==> config.mk <==
export PLATFORM = sky130hd
export DESIGN_NAME = if_stage_flat
export DESIGN_NICKNAME = d
export VERILOG_FILES = /design/src/rtl/if_stage_if.sv /design/src/rtl/if_stage.sv /design/src/flat_wrapper.sv
export SDC_FILE = /design/constraint.sdc
export NUM_CORES = 1
export LEC_CHECK = 0
export CAP_MARGIN = 20
export CORE_MARGIN = 5
export CORE_UTILIZATION = 54
export CTS_CLUSTER_DIAMETER = 40
export DETAILED_ROUTE_END_ITERATION = 16
export DONT_BUFFER_PORTS = 1
export HOLD_SLACK_MARGIN = 0.03
export PLACE_DENSITY_LB_ADDON = 0.2
export SYNTH_ARGS = -nofsm -noshare
export SYNTH_HDL_FRONTEND = slang
export SYNTH_SLANG_ARGS = --single-unit
==> constraint.sdc <==
create_clock -name clk -period 6.3 [get_ports clk]
set_input_delay 1.26 -clock clk [delete_from_list [all_inputs] [get_ports clk]]
set_output_delay 1.26 -clock clk [all_outputs]
set_load 0.1 [all_outputs]
==> src/rtl/if_stage_if.sv <==
// Handshake bundle of the instruction-fetch stage: PC generator, instruction
// memory and IF/ID slot. The master side is the fetch stage itself.
interface if_stage_if #(
    parameter int XLEN = 32
);
    logic            pc_adv_o;
    logic [XLEN-1:0] pc_i;
    logic            flush_i;

    logic            imem_req_valid_o;
    logic            imem_req_ready_i;
    logic [XLEN-1:0] imem_addr_o;
    logic            imem_rsp_valid_i;
    logic [XLEN-1:0] imem_rsp_data_i;

    logic            id_valid_o;
    logic            id_ready_i;
    logic [XLEN-1:0] id_pc_o;
    logic [XLEN-1:0] id_instr_o;

    modport master (
        input  pc_i, flush_i,
        input  imem_req_ready_i, imem_rsp_valid_i, imem_rsp_data_i,
        input  id_ready_i,
        output pc_adv_o,
        output imem_req_valid_o, imem_addr_o,
        output id_valid_o, id_pc_o, id_instr_o
    );

    modport slave (
        output pc_i, flush_i,
        output imem_req_ready_i, imem_rsp_valid_i, imem_rsp_data_i,
        output id_ready_i,
        input  pc_adv_o,
        input  imem_req_valid_o, imem_addr_o,
        input  id_valid_o, id_pc_o, id_instr_o
    );
endinterface

==> src/rtl/if_stage.sv <==
// Instruction-fetch stage: single-outstanding memory request, one-entry hold
// buffer for responses arriving under decode stall, and an IF/ID output slot.
module if_stage #(
    parameter int XLEN = 32
) (
    input logic             clk,
    input logic             reset,
    if_stage_if.master      bus
);
    localparam logic [XLEN-1:0] NOP = XLEN'(32'h0000_0013);

    typedef enum logic [1:0] {
        REQ,
        WAIT,
        HOLD,
        DRAIN
    } state_t;

    state_t          state;
    logic [XLEN-1:0] pend_pc;
    logic [XLEN-1:0] hold_pc;
    logic [XLEN-1:0] hold_instr;
    logic            id_valid;
    logic [XLEN-1:0] id_pc;
    logic [XLEN-1:0] id_instr;

    logic            req_valid;
    logic            req_fire;
    logic            slot_free;

    // Request side is combinational so the PC generator can advance in the
    // same cycle the memory accepts its PC.
    assign req_valid = (state == REQ) && !bus.flush_i && !reset;
    assign req_fire  = req_valid && bus.imem_req_ready_i;
    assign slot_free = !id_valid || bus.id_ready_i;

    assign bus.imem_req_valid_o = req_valid;
    assign bus.imem_addr_o      = bus.pc_i;
    assign bus.pc_adv_o         = req_fire;
    assign bus.id_valid_o       = id_valid;
    assign bus.id_pc_o          = id_pc;
    assign bus.id_instr_o       = id_instr;

    // NOTE: every register here, including the hold buffer, is in the reset
    // list; it is a handful of flops, not a RAM, so clearing it costs nothing
    // and keeps the outputs deterministic after a mid-operation reset.
    always_ff @(posedge clk or posedge reset) begin
        if (reset) begin
            state      <= REQ;
            pend_pc    <= '0;
            hold_pc    <= '0;
            hold_instr <= '0;
            id_valid   <= 1'b0;
            id_pc      <= '0;
            id_instr   <= NOP;
        end else if (bus.flush_i) begin
            id_valid   <= 1'b0;
            hold_pc    <= '0;
            hold_instr <= '0;
            unique case (state)
                REQ, HOLD: state <= REQ;
                WAIT:      state <= bus.imem_rsp_valid_i ? REQ : DRAIN;
                DRAIN:     state <= bus.imem_rsp_valid_i ? REQ : DRAIN;
                default:   state <= REQ;
            endcase
        end else begin
            // NOTE: non-blocking assignments throughout; the slot-load branches
            // below override this default consumption within the same edge.
            if (id_valid && bus.id_ready_i) begin
                id_valid <= 1'b0;
            end

            unique case (state)
                REQ: begin
                    if (req_fire) begin
                        pend_pc <= bus.pc_i;
                        state   <= WAIT;
                    end
                end

                WAIT: begin
                    if (bus.imem_rsp_valid_i) begin
                        if (slot_free) begin
                            id_valid <= 1'b1;
                            id_pc    <= pend_pc;
                            id_instr <= bus.imem_rsp_data_i;
                        end else begin
                            hold_pc    <= pend_pc;
                            hold_instr <= bus.imem_rsp_data_i;
                        end
                        state <= slot_free ? REQ : HOLD;
                    end
                end

                HOLD: begin
                    if (slot_free) begin
                        id_valid <= 1'b1;
                        id_pc    <= hold_pc;
                        id_instr <= hold_instr;
                        state    <= REQ;
                    end
                end

                DRAIN: begin
                    // Response to a request killed by an earlier flush.
                    if (bus.imem_rsp_valid_i) begin
                        state <= REQ;
                    end
                end

                default: state <= REQ;
            endcase
        end
    end
endmodule

==> src/flat_wrapper.sv <==
// flat-port wrapper written by rule: the top's interface ports become plain ports
module if_stage_flat 
#(
    parameter int XLEN = 32
)
  (clk, reset, bus_pc_i, bus_flush_i, bus_imem_req_ready_i, bus_imem_rsp_valid_i, bus_imem_rsp_data_i, bus_id_ready_i, bus_pc_adv_o, bus_imem_req_valid_o, bus_imem_addr_o, bus_id_valid_o, bus_id_pc_o, bus_id_instr_o);
  if_stage_if #(.XLEN(XLEN)) bus_i ();
  input logic clk;
  input logic reset;
  input wire logic [$bits(bus_i.pc_i)-1:0] bus_pc_i;
  input wire logic [$bits(bus_i.flush_i)-1:0] bus_flush_i;
  input wire logic [$bits(bus_i.imem_req_ready_i)-1:0] bus_imem_req_ready_i;
  input wire logic [$bits(bus_i.imem_rsp_valid_i)-1:0] bus_imem_rsp_valid_i;
  input wire logic [$bits(bus_i.imem_rsp_data_i)-1:0] bus_imem_rsp_data_i;
  input wire logic [$bits(bus_i.id_ready_i)-1:0] bus_id_ready_i;
  output wire logic [$bits(bus_i.pc_adv_o)-1:0] bus_pc_adv_o;
  output wire logic [$bits(bus_i.imem_req_valid_o)-1:0] bus_imem_req_valid_o;
  output wire logic [$bits(bus_i.imem_addr_o)-1:0] bus_imem_addr_o;
  output wire logic [$bits(bus_i.id_valid_o)-1:0] bus_id_valid_o;
  output wire logic [$bits(bus_i.id_pc_o)-1:0] bus_id_pc_o;
  output wire logic [$bits(bus_i.id_instr_o)-1:0] bus_id_instr_o;
  assign bus_i.pc_i = bus_pc_i;
  assign bus_i.flush_i = bus_flush_i;
  assign bus_i.imem_req_ready_i = bus_imem_req_ready_i;
  assign bus_i.imem_rsp_valid_i = bus_imem_rsp_valid_i;
  assign bus_i.imem_rsp_data_i = bus_imem_rsp_data_i;
  assign bus_i.id_ready_i = bus_id_ready_i;
  assign bus_pc_adv_o = bus_i.pc_adv_o;
  assign bus_imem_req_valid_o = bus_i.imem_req_valid_o;
  assign bus_imem_addr_o = bus_i.imem_addr_o;
  assign bus_id_valid_o = bus_i.id_valid_o;
  assign bus_id_pc_o = bus_i.id_pc_o;
  assign bus_id_instr_o = bus_i.id_instr_o;
  if_stage #(.XLEN(XLEN)) u_core (.clk(clk), .reset(reset), .bus(bus_i));
endmodule
==> impl_metrics.toml <==
[clocking]
cts_sinks = 163
clkTransAtPathRegs_ns = 0.05
cts_setup_buffers = 0
root_buffer = "clkbuf_16"
clk_path_buf_depth = 2
ctsHtreeMaxLevel = 4
cts_tree = "built"
cts-resized-gates = 0
cts_buffers = 17
clk_latency_ns = 0.42
cts_hold_buf = 0

[yosys]
synth_cells = 483
yosys_warnings = 0
synth_edf_count = 0
ys_seq_elements = 163
postSynthAreaPerCell_sq_um = 15.3
synth_seq_area_share_pct = 55.2
synth_top_area_cell = "dfrtp_1"
syn_nets = 558
synth_cell_types = 29
synth_area_leaders = "dfrtp_1 (54%), mux2_2 (15%), mux2_4 (12%)"
ys_async_sr_fraction_pct = 100
yosysTopAreaCellShare_pct = 54.2
synth_area_sq_mm = 0.00739
synth_ff_type = "dfrtp_1"

[drt]
routedLengthMet1_um = 6300
routed.top_layer = "met4"
vias_per_cell = 6.01
drtIter0Drc = 200
wl_per_cell_um = 23.2
drcViolationCount = 0
drt_wl_total_um = 14700
dr_wl_met2_um = 7060
num_vias = 3817
drtAntennaViolNets = 0
met3_wirelength_um = 1210
drt_pass1_iterations = 5

[final_layout]
fin_nets = 522
layout.cells.most_common_list = "dfrtp_1 (160), mux2_2 (100), a22o_1 (64), mux2_4 (60), clkbuf_16 (17)"
layout.area.seq_sq_mm = 0.00408
fillers = 1007
multi_input_area_sq_mm = 0.00287
final_layout_size_suffix_gt1_share_pct = 45.5
diodes = 0
area_growth_pct = 6.96
final_common_cell = "dfrtp_1"

[worst_setup_path]
crit_fanout = 14
path_cells = "nand2b_1 > nor2_4"
arrival_ns = 2.35
cp_top_family = "simple AND/OR/NAND/NOR gates"
cp-start-kind = "primary input"
critPathKind = "in2out"
endpoint_kind = "primary output"
crit_buf_inv = 0
slowest_delay_ns = 0.86
critPathSlowestCell = "nor2_4"
required_ns = 5.04

[floorplan]
die-area_sq_mm = 0.0161
die_width_um = 127
fp.dieH_um = 127
rows = 42
start_util_pct = 55.4
core_area_sq_mm = 0.0133
pin_count = 169

[global_route]
grt_max_degree = 91
grt_usage_pct = 19.2
grt_overflow_total = 0
grt_pass1_wl_um = 24300
grt_pass1_vias = 4247
antenna_found_initial = 0

[placement]
dp_hpwl_um = 9180
place.gp.congestion = 0.755
port-buffer-count = 0

[sta]
rsz0062_at_grt = "false"
skew_ns = 0.0172
fin_crit_sh_pct = 57.3
hold_viol_final = 0
hold_ws_ns = 0.499
post-route-min-period_ns = 3.61
tns_ns = 0
tightestPinTransition_ns = 1.06
maxSlewViolCount = 0
max_slew_margin_pct = 29.1
setup_violations = 0
max_freq_mhz = 277

[outcome]
status = "completed"

[hold_path]
holdCritPathClass = "reg2reg"

[flow_run]
max_cap_viol_count = 0
## path summary, 6_finish.rpt
path | start | end | slack, ns | cells past startpoint
max in group asynchronous | reset | u_core.bus.id_instr_o[26] | 4.02 | 2
worst max-delay path | bus_flush_i | bus_pc_adv_o | 2.69 | 2
worst min register to register | u_core.hold_instr[16] | u_core.hold_instr[16] | 0.50 | 1
worst min-delay path | u_core.hold_instr[16] | u_core.hold_instr[16] | 0.50 | 1
worst max register to register | u_core.state[0] | u_core.bus.id_instr_o[16] | 3.17 | 7
min in group asynchronous | reset | u_core.hold_pc[15] | 0.86 | 1
## synthesized netlist by cell type (2+ instances only)
master	instances
mux2_4	60
buf_8	6
inv_1	4
buf_6	3
clkbuf_1	5
nor2_1	4
dfrtp_1	160
a311oi_1	2
mux2_2	100
buf_4	32
dfstp_2	3
buf_2	15
nand2_1	3
a22o_1	64
a21oi_1	2
ha_1	5
nand2b_1	3
## sequential cells by signal, summed over array words and instances (netlist names)
| signal | count |
|---|---|
| u_core.bus.id_pc_o | 32 |
| u_core.bus.id_valid_o | 1 |
| u_core.bus.id_instr_o | 32 |
| u_core.hold_pc | 32 |
| u_core.hold_instr | 32 |
| u_core.pend_pc | 32 |
| u_core.state | 2 |
## metal layers
metal  track usage (%)  vias up
met1              24.8     2022
met5                 0        -
met4              6.18        0
met3              6.97       14
li1                  -     1655
met2              30.4      126
## per-stage QoR
| stage | utilization [%] | instance area, sq um | instances | setup slack [ns] |
|---|---|---|---|---|
| after floorplan | - | 7390 | 483 | 0.640 |
| final | 59.2 | 7910 | 635 | 2.69 |
| after CTS | 59.2 | 7910 | 635 | 2.69 |
| after global routing | 59.2 | 7910 | 635 | 2.64 |
| after global placement | 54.3 | 7250 | 604 | 2.71 |
| after detailed placement | 54.3 | 7250 | 604 | 2.69 |
## area by class of cell
class                           count  share of cell area, %
Sequential cell                   163                   51.6
Multi-Input combinational cell    255                   36.3
Clock buffer                       19                   5.73
Tap cell                          176                   2.79
Clock inverter                     12                   2.56
Timing Repair Buffer                6                  0.728
Inverter                            4                  0.253
## logic make-up (layout without fill, tap and decap cells)
logic type	after synthesis	count (layout)	share of synthesized area, %
AOI/OAI and AO/OA	74	74	8.68
muxes	160	160	27.4
and+or+nand+nor	16	16	1.42
DFF	163	163	55.2
adders and majority gates	5	5	0.846
buffers and inverters	65	41	6.40
Power is left out: the tool's default activity adds up to more than one toggle a clock period on the data nets, which glitch-free logic cannot reach.
